**src/rtl/pipe_hazard_unit_pkg.sv**
```systemverilog
// Shared types and default sizing for the pipeline hazard unit.
// The scoreboard entry describes one in-flight instruction.
package pipe_hazard_unit_pkg;

  localparam int unsigned cDefXLEN       = 32;
  localparam int unsigned cDefRegAddrW   = 5;
  localparam int unsigned cDefPipeDepth  = 3;
  localparam int unsigned cDefNumRdPorts = 2;
  localparam int unsigned cDefLoadStage  = 2;
  localparam int unsigned cDefFwdSelW    = $clog2(cDefPipeDepth + 1);

  typedef logic [cDefFwdSelW-1:0] tFwdSel;

  typedef struct packed {
    logic                    vld;
    logic [cDefRegAddrW-1:0] rd;
    logic                    wr_en;
    logic                    is_load;
  } tSbEntry;

endpackage

```
**src/rtl/pipe_hazard_unit_port_check.sv**
```systemverilog
// Per-read-port hazard resolution: youngest matching in-flight writer wins,
// forwarded if its result exists yet, otherwise the port requests a stall.
module hazard_port_check
  import pipe_hazard_unit_pkg::*;
#(
  parameter int unsigned cXLEN      = cDefXLEN,
  parameter int unsigned cRegAddrW  = cDefRegAddrW,
  parameter int unsigned cPipeDepth = cDefPipeDepth,
  parameter int unsigned cLoadStage = cDefLoadStage,
  localparam int unsigned cFwdSelW  = $clog2(cPipeDepth + 1)
) (
  input  logic [cRegAddrW-1:0]        rs_addr_i,
  input  logic                        rs_used_i,
  input  logic [cXLEN-1:0]            rs_data_i,
  input  tSbEntry                     sb_i [cPipeDepth],
  input  logic [cPipeDepth*cXLEN-1:0] stage_data_i,
  output logic [cFwdSelW-1:0]         fwd_sel_o,
  output logic [cXLEN-1:0]            op_data_o,
  output logic                        stall_o
);

  logic                hit;
  logic                hit_rdy;
  logic [cFwdSelW-1:0] hit_sel;
  logic [cXLEN-1:0]    hit_data;
  logic                check;

  always_comb begin
    hit      = 1'b0;
    hit_rdy  = 1'b0;
    hit_sel  = '0;
    hit_data = '0;
    // Scan oldest to youngest so the lowest matching stage overwrites older ones.
    for (int k = int'(cPipeDepth) - 1; k >= 0; k--) begin
      if (sb_i[k].vld && sb_i[k].wr_en && (sb_i[k].rd == rs_addr_i)) begin
        hit      = 1'b1;
        hit_rdy  = !sb_i[k].is_load || (k >= int'(cLoadStage));
        hit_sel  = cFwdSelW'(k + 1);
        hit_data = stage_data_i[k*cXLEN +: cXLEN];
      end
    end
  end

  assign check = rs_used_i && (rs_addr_i != '0);

  always_comb begin
    fwd_sel_o = '0;
    op_data_o = rs_data_i;
    stall_o   = 1'b0;
    if (check && hit) begin
      if (hit_rdy) begin
        fwd_sel_o = hit_sel;
        op_data_o = hit_data;
      end else begin
        stall_o = 1'b1;
      end
    end
  end

endmodule

```
**src/rtl/pipe_hazard_unit.sv**
```systemverilog
// Scoreboard, operand forwarding and issue-stall control between decode and ALU.
// Holds the in-flight shift register and a saturating stall-cycle counter.
module pipe_hazard_unit
  import pipe_hazard_unit_pkg::*;
#(
  parameter int unsigned cXLEN       = cDefXLEN,
  parameter int unsigned cRegAddrW   = cDefRegAddrW,
  parameter int unsigned cPipeDepth  = cDefPipeDepth,
  parameter int unsigned cNumRdPorts = cDefNumRdPorts,
  parameter int unsigned cLoadStage  = cDefLoadStage,
  localparam int unsigned cFwdSelW   = $clog2(cPipeDepth + 1)
) (
  input  logic                            iClk,
  input  logic                            iRst,
  input  logic                            iIssueValid,
  output logic                            oIssueReady,
  input  logic [cNumRdPorts*cRegAddrW-1:0] iRsAddr,
  input  logic [cNumRdPorts-1:0]          iRsUsed,
  input  logic [cNumRdPorts*cXLEN-1:0]    iRsData,
  input  logic [cRegAddrW-1:0]            iRdAddr,
  input  logic                            iRdWrEn,
  input  logic                            iIsLoad,
  input  logic [cPipeDepth*cXLEN-1:0]     iStageData,
  input  logic                            iFlush,
  output logic [cNumRdPorts*cXLEN-1:0]    oOpData,
  output logic [cNumRdPorts*cFwdSelW-1:0] oFwdSel,
  output logic                            oIssueFire,
  output logic [15:0]                     oStallCnt
);

  tSbEntry                sb_q [cPipeDepth];
  tSbEntry                sb_d [cPipeDepth];
  logic [15:0]            stall_cnt_q, stall_cnt_d;
  logic [cNumRdPorts-1:0] port_stall;

  for (genvar p = 0; p < cNumRdPorts; p++) begin : g_port
    hazard_port_check #(
      .cXLEN      (cXLEN),
      .cRegAddrW  (cRegAddrW),
      .cPipeDepth (cPipeDepth),
      .cLoadStage (cLoadStage)
    ) u_chk (
      .rs_addr_i    (iRsAddr[p*cRegAddrW +: cRegAddrW]),
      .rs_used_i    (iRsUsed[p]),
      .rs_data_i    (iRsData[p*cXLEN +: cXLEN]),
      .sb_i         (sb_q),
      .stage_data_i (iStageData),
      .fwd_sel_o    (oFwdSel[p*cFwdSelW +: cFwdSelW]),
      .op_data_o    (oOpData[p*cXLEN +: cXLEN]),
      .stall_o      (port_stall[p])
    );
  end

  assign oIssueReady = !(|port_stall);
  assign oIssueFire  = iIssueValid && oIssueReady && !iFlush;
  assign oStallCnt   = stall_cnt_q;

  always_comb begin
    // A stall or flush simply loads a bubble; older entries always advance.
    sb_d[0] = '0;
    if (oIssueFire) begin
      sb_d[0].vld     = 1'b1;
      sb_d[0].rd      = iRdAddr;
      sb_d[0].wr_en   = iRdWrEn;
      sb_d[0].is_load = iIsLoad;
    end
    for (int k = 1; k < int'(cPipeDepth); k++) begin
      sb_d[k] = sb_q[k-1];
    end
  end

  always_comb begin
    stall_cnt_d = stall_cnt_q;
    if (iIssueValid && !oIssueReady && (stall_cnt_q != 16'hFFFF)) begin
      stall_cnt_d = stall_cnt_q + 16'd1;
    end
  end

  always_ff @(posedge iClk) begin
    if (iRst) begin
      for (int k = 0; k < int'(cPipeDepth); k++) begin
        sb_q[k] <= '0;
      end
      stall_cnt_q <= '0;
    end else begin
      for (int k = 0; k < int'(cPipeDepth); k++) begin
        sb_q[k] <= sb_d[k];
      end
      stall_cnt_q <= stall_cnt_d;
    end
  end

endmodule

```
**config.mk**
```make
export PLATFORM = sky130hd
export DESIGN_NAME = pipe_hazard_unit
export DESIGN_NICKNAME = d
export VERILOG_FILES = /design/src/rtl/pipe_hazard_unit_pkg.sv /design/src/rtl/pipe_hazard_unit_port_check.sv /design/src/rtl/pipe_hazard_unit.sv
export SDC_FILE = /design/constraint.sdc
export NUM_CORES = 1
export LEC_CHECK = 0
export BUFFER_PORTS_ARGS = -buffer_cell sky130_fd_sc_hd__buf_2
export CORE_MARGIN = 4
export CORE_UTILIZATION = 39
export CTS_BUF_LIST = sky130_fd_sc_hd__clkbuf_4
export CTS_CLUSTER_SIZE = 28
export DETAILED_ROUTE_END_ITERATION = 8
export PLACE_DENSITY_LB_ADDON = 0.25
export SETUP_SLACK_MARGIN = 0.05
export SLEW_MARGIN = 20
export SYNTH_ARGS = -nofsm -noshare
export SYNTH_HDL_FRONTEND = slang
export SYNTH_SLANG_ARGS = --single-unit
```
**constraint.sdc**
```tcl
create_clock -name iClk -period 2.5 [get_ports iClk]
set_input_delay 0.25 -clock iClk [delete_from_list [all_inputs] [get_ports iClk]]
set_output_delay 0.25 -clock iClk [all_outputs]
set_load 0.05 [all_outputs]
```
==> flow_summary.yaml <==
run_status:
  outcome: "complete, but fails checks"
  violations: "setup timing"
run:
  max-cap-violations: 0
floorplanning:
  fp.dieW_microns: 106
  die-area_sq_um: 11300
  initial_core_util_pct: 40.3
  core_sq_um: 9330
  die_h_microns: 106
  io_pins: 269
  rows: 35
setup_path:
  path_class: "reg -> out"
  crit_arrival_ns: 2.66
  slowest_stage: "or4_4"
  crit_chain: "xor2_2 > or4_4 > nor3_4 > buf_12 > buf_6 > o31ai_4 > buf_6 > buf_12 > buf_8 > o21ai_4 > buf_6"
  path_max_fanout: 8
  critPathRequiredTime_ns: 2.25
  critical_path.max_stage_delay_ns: 0.55
  start_kind: "flip-flop"
  worst_setup_path_end_kind: "output port"
  cpMostUsedCell: "buf_6"
cells_and_area:
  layout-drive-gt1-share_pct: 63.0
  num-fill-cells: 534
  multi_input_area_sq_um: 3920
  syn_to_final_growth_pct: 110
  nets: 1037
  layout_common_cells: "198 x buf_2, 81 x buf_6, 64 x a221o_1, 47 x o21ai_2, 42 x nand2_1"
  regArea_sq_um: 790
  layout_commonest_cell: "buf_2"
  final_cells: 985
clock_tree:
  insertion_delay_ns: 0.36
  htree_num_levels: 2
  clk_pin_slew_ns: 0.12
  cts-root-buf: "clkbuf_4"
  cts_tree: "yes"
  cts_sinks: 39
  cts_buffers: 5
  ctsLongestPathBuffers: 2
  postCtsHoldBufs: 0
sta:
  hold_ws_ns: 0.0815
  worst_slew_pin_slew_ns: 0.757
  slew_headroom_pct: 49.1
  rsz0062_at_grt: "yes"
  final-hold-violation-count: 0
  tns_ns: -26.68
  finalCriticalPeriod_ns: 2.91
  timing.fmax_mhz: 344
  slew_viol_final: 0
  finalSetupViolCount: 86
  fin_skew_ns: 0.00938
  fin_crit_sh_pct: 116
  worst_slack_ns: -0.410
global_routing:
  grt_pass1_vias: 5990
  grt_pass1_wl_microns: 31100
  antenna_found_initial: 3
  grt.total_usage_pct: 34.1
  gr-total-overflow: 0
  grt_max_degree: 42
placement:
  pre_cts_ws_ns: -0.287
  place.gp.congestion: 0.959
  io_buffers: 268
  dp.cells: 940
  detailed_place_hpwl_microns: 13600
logic_synthesis:
  yosys_register_bits: 39
  synth_edf_count: 0
  synth.avg_cell_area_sq_um: 6.97
  syn-cell-area_sq_um: 3760
  synthArstFlopShare_pct: 0
  yosys_warnings: 0
  synth_seq_area_share_pct: 20.8
  synth_cell_types: 37
  syn_inst: 539
  synthFlopType: "dfxtp_1"
  syn_nets: 723
power_and_ir_drop:
  vdd_ir_drop_max_uv: 413
  power_mw: 1.76
  power_density_nw_per_um2: 223
  leakage_nw: 3.34
detailed_routing:
  drtAntennaViolNets: 0
  viasPerCell: 6.35
  dr.pass1.iters: 7
  drc_errors: 0
  routedWlPerCell_microns: 23.5
  drt_wl_total_microns: 23100
  dr.first_iter.drc_count: 780
  num_vias: 6257
hold_path:
  min_path_type: "in -> reg"
## worst max-delay path, delay by kind of cell, from the launching register on
family,cells,cell delay [ns]
AO/OA/AOI/OAI,2,0.18
XOR/XNOR,1,0.16
flip-flops,1,0.35
buffers and inverters,6,0.88
AND/OR/NAND/NOR,2,0.72
## logic make-up after synthesis
| kind of cell | after synthesis | share of synthesized area [%] |
|---|---|---|
| adder cells (fa/ha/maj) | 1 | 0.333 |
| AO/OA/AOI/OAI | 224 | 39.6 |
| buffers and inverters | 49 | 4.93 |
| XOR/XNOR | 31 | 7.23 |
| multiplexers | 12 | 3.50 |
| AND/OR/NAND/NOR | 183 | 23.6 |
| flip-flops | 39 | 20.8 |
## where the power goes
group | switching, mW | internal [mW] | leakage, nW | total [mW]
clock | 0.215 | 0.115 | 0.0308 | 0.330
sequential | 0.00676 | 0.629 | 0.319 | 0.635
combinational | 0.468 | 0.324 | 3.00 | 0.792
total | 0.689 | 1.07 | 3.34 | 1.76
## final timing paths
path	startpoint	to	slack, ns	cells after the start
worst min register to register	sb_d[9]	sb_d[1]	0.48	1
worst max register to register	sb_d[11]	oStallCnt[5]	-0.36	11
worst min-delay path	iRdAddr[0]	sb_d[10]	0.08	2
worst max-delay path	sb_d[11]	oOpData[18]	-0.41	11
## flip-flops by register name (all words and copies together) (netlist names)
| name | count |
|---|---|
| sb_d | 16 |
| oStallCnt | 16 |
| sb_q | 7 |
## what timing repair did
item	in CTS	in global routing
gates cloned	8	8
endpoints found under the setup margin	91	94
pin swaps	49	45
buffers inserted	18	6
gates resized for setup	243	105
## final cells by class
| cell class | instances | share of cell area (%) |
|---|---|---|
| Sequential cell | 39 | 10.0 |
| Clock inverter | 2 | 0.0953 |
| Tap cell | 129 | 2.05 |
| Inverter | 2 | 0.0953 |
| Antenna cell | 2 | 0.0635 |
| Clock buffer | 6 | 0.572 |
| Multi-Input combinational cell | 451 | 49.7 |
| Timing Repair Buffer | 354 | 37.4 |
## metal layers
| metal | routed length [microns] | track usage [%] | vias up |
|---|---|---|---|
| li1 | - | - | 2671 |
| met4 | 1780 | 20.2 | 2 |
| met5 | 9 | 0 | - |
| met2 | 11300 | 59.8 | 500 |
| met3 | 2350 | 7.59 | 185 |
| met1 | 7660 | 37.6 | 2899 |
## metrics by stage
step / utilization, % / area [sq um]
2_1_floorplan: - / 4410
3_3_place_gp: 66.1 / 6170
3_5_place_dp: 66.1 / 6170
4_1_cts: 79.3 / 7400
5_1_grt: 84.5 / 7880
6_report: 84.5 / 7880
## cells in the mapped netlist (all sizes together), types with 6 or more instances
cell type  instances  area (sq um)
o21ai            135           676
nor2b             25           156
nor2              24          90.1
nand2             75           282
and2               8          50.1
or3                6          37.5
a221o             64           641
nor3              14          81.3
nand4              6          37.5
clkbuf            46           173
mux2               9           101
dfxtp             39           781
xor2              11          96.3
a21oi             14          70.1
nand3             13          65.1
xnor2             20           175
Power figures use the tool's default switching activity.
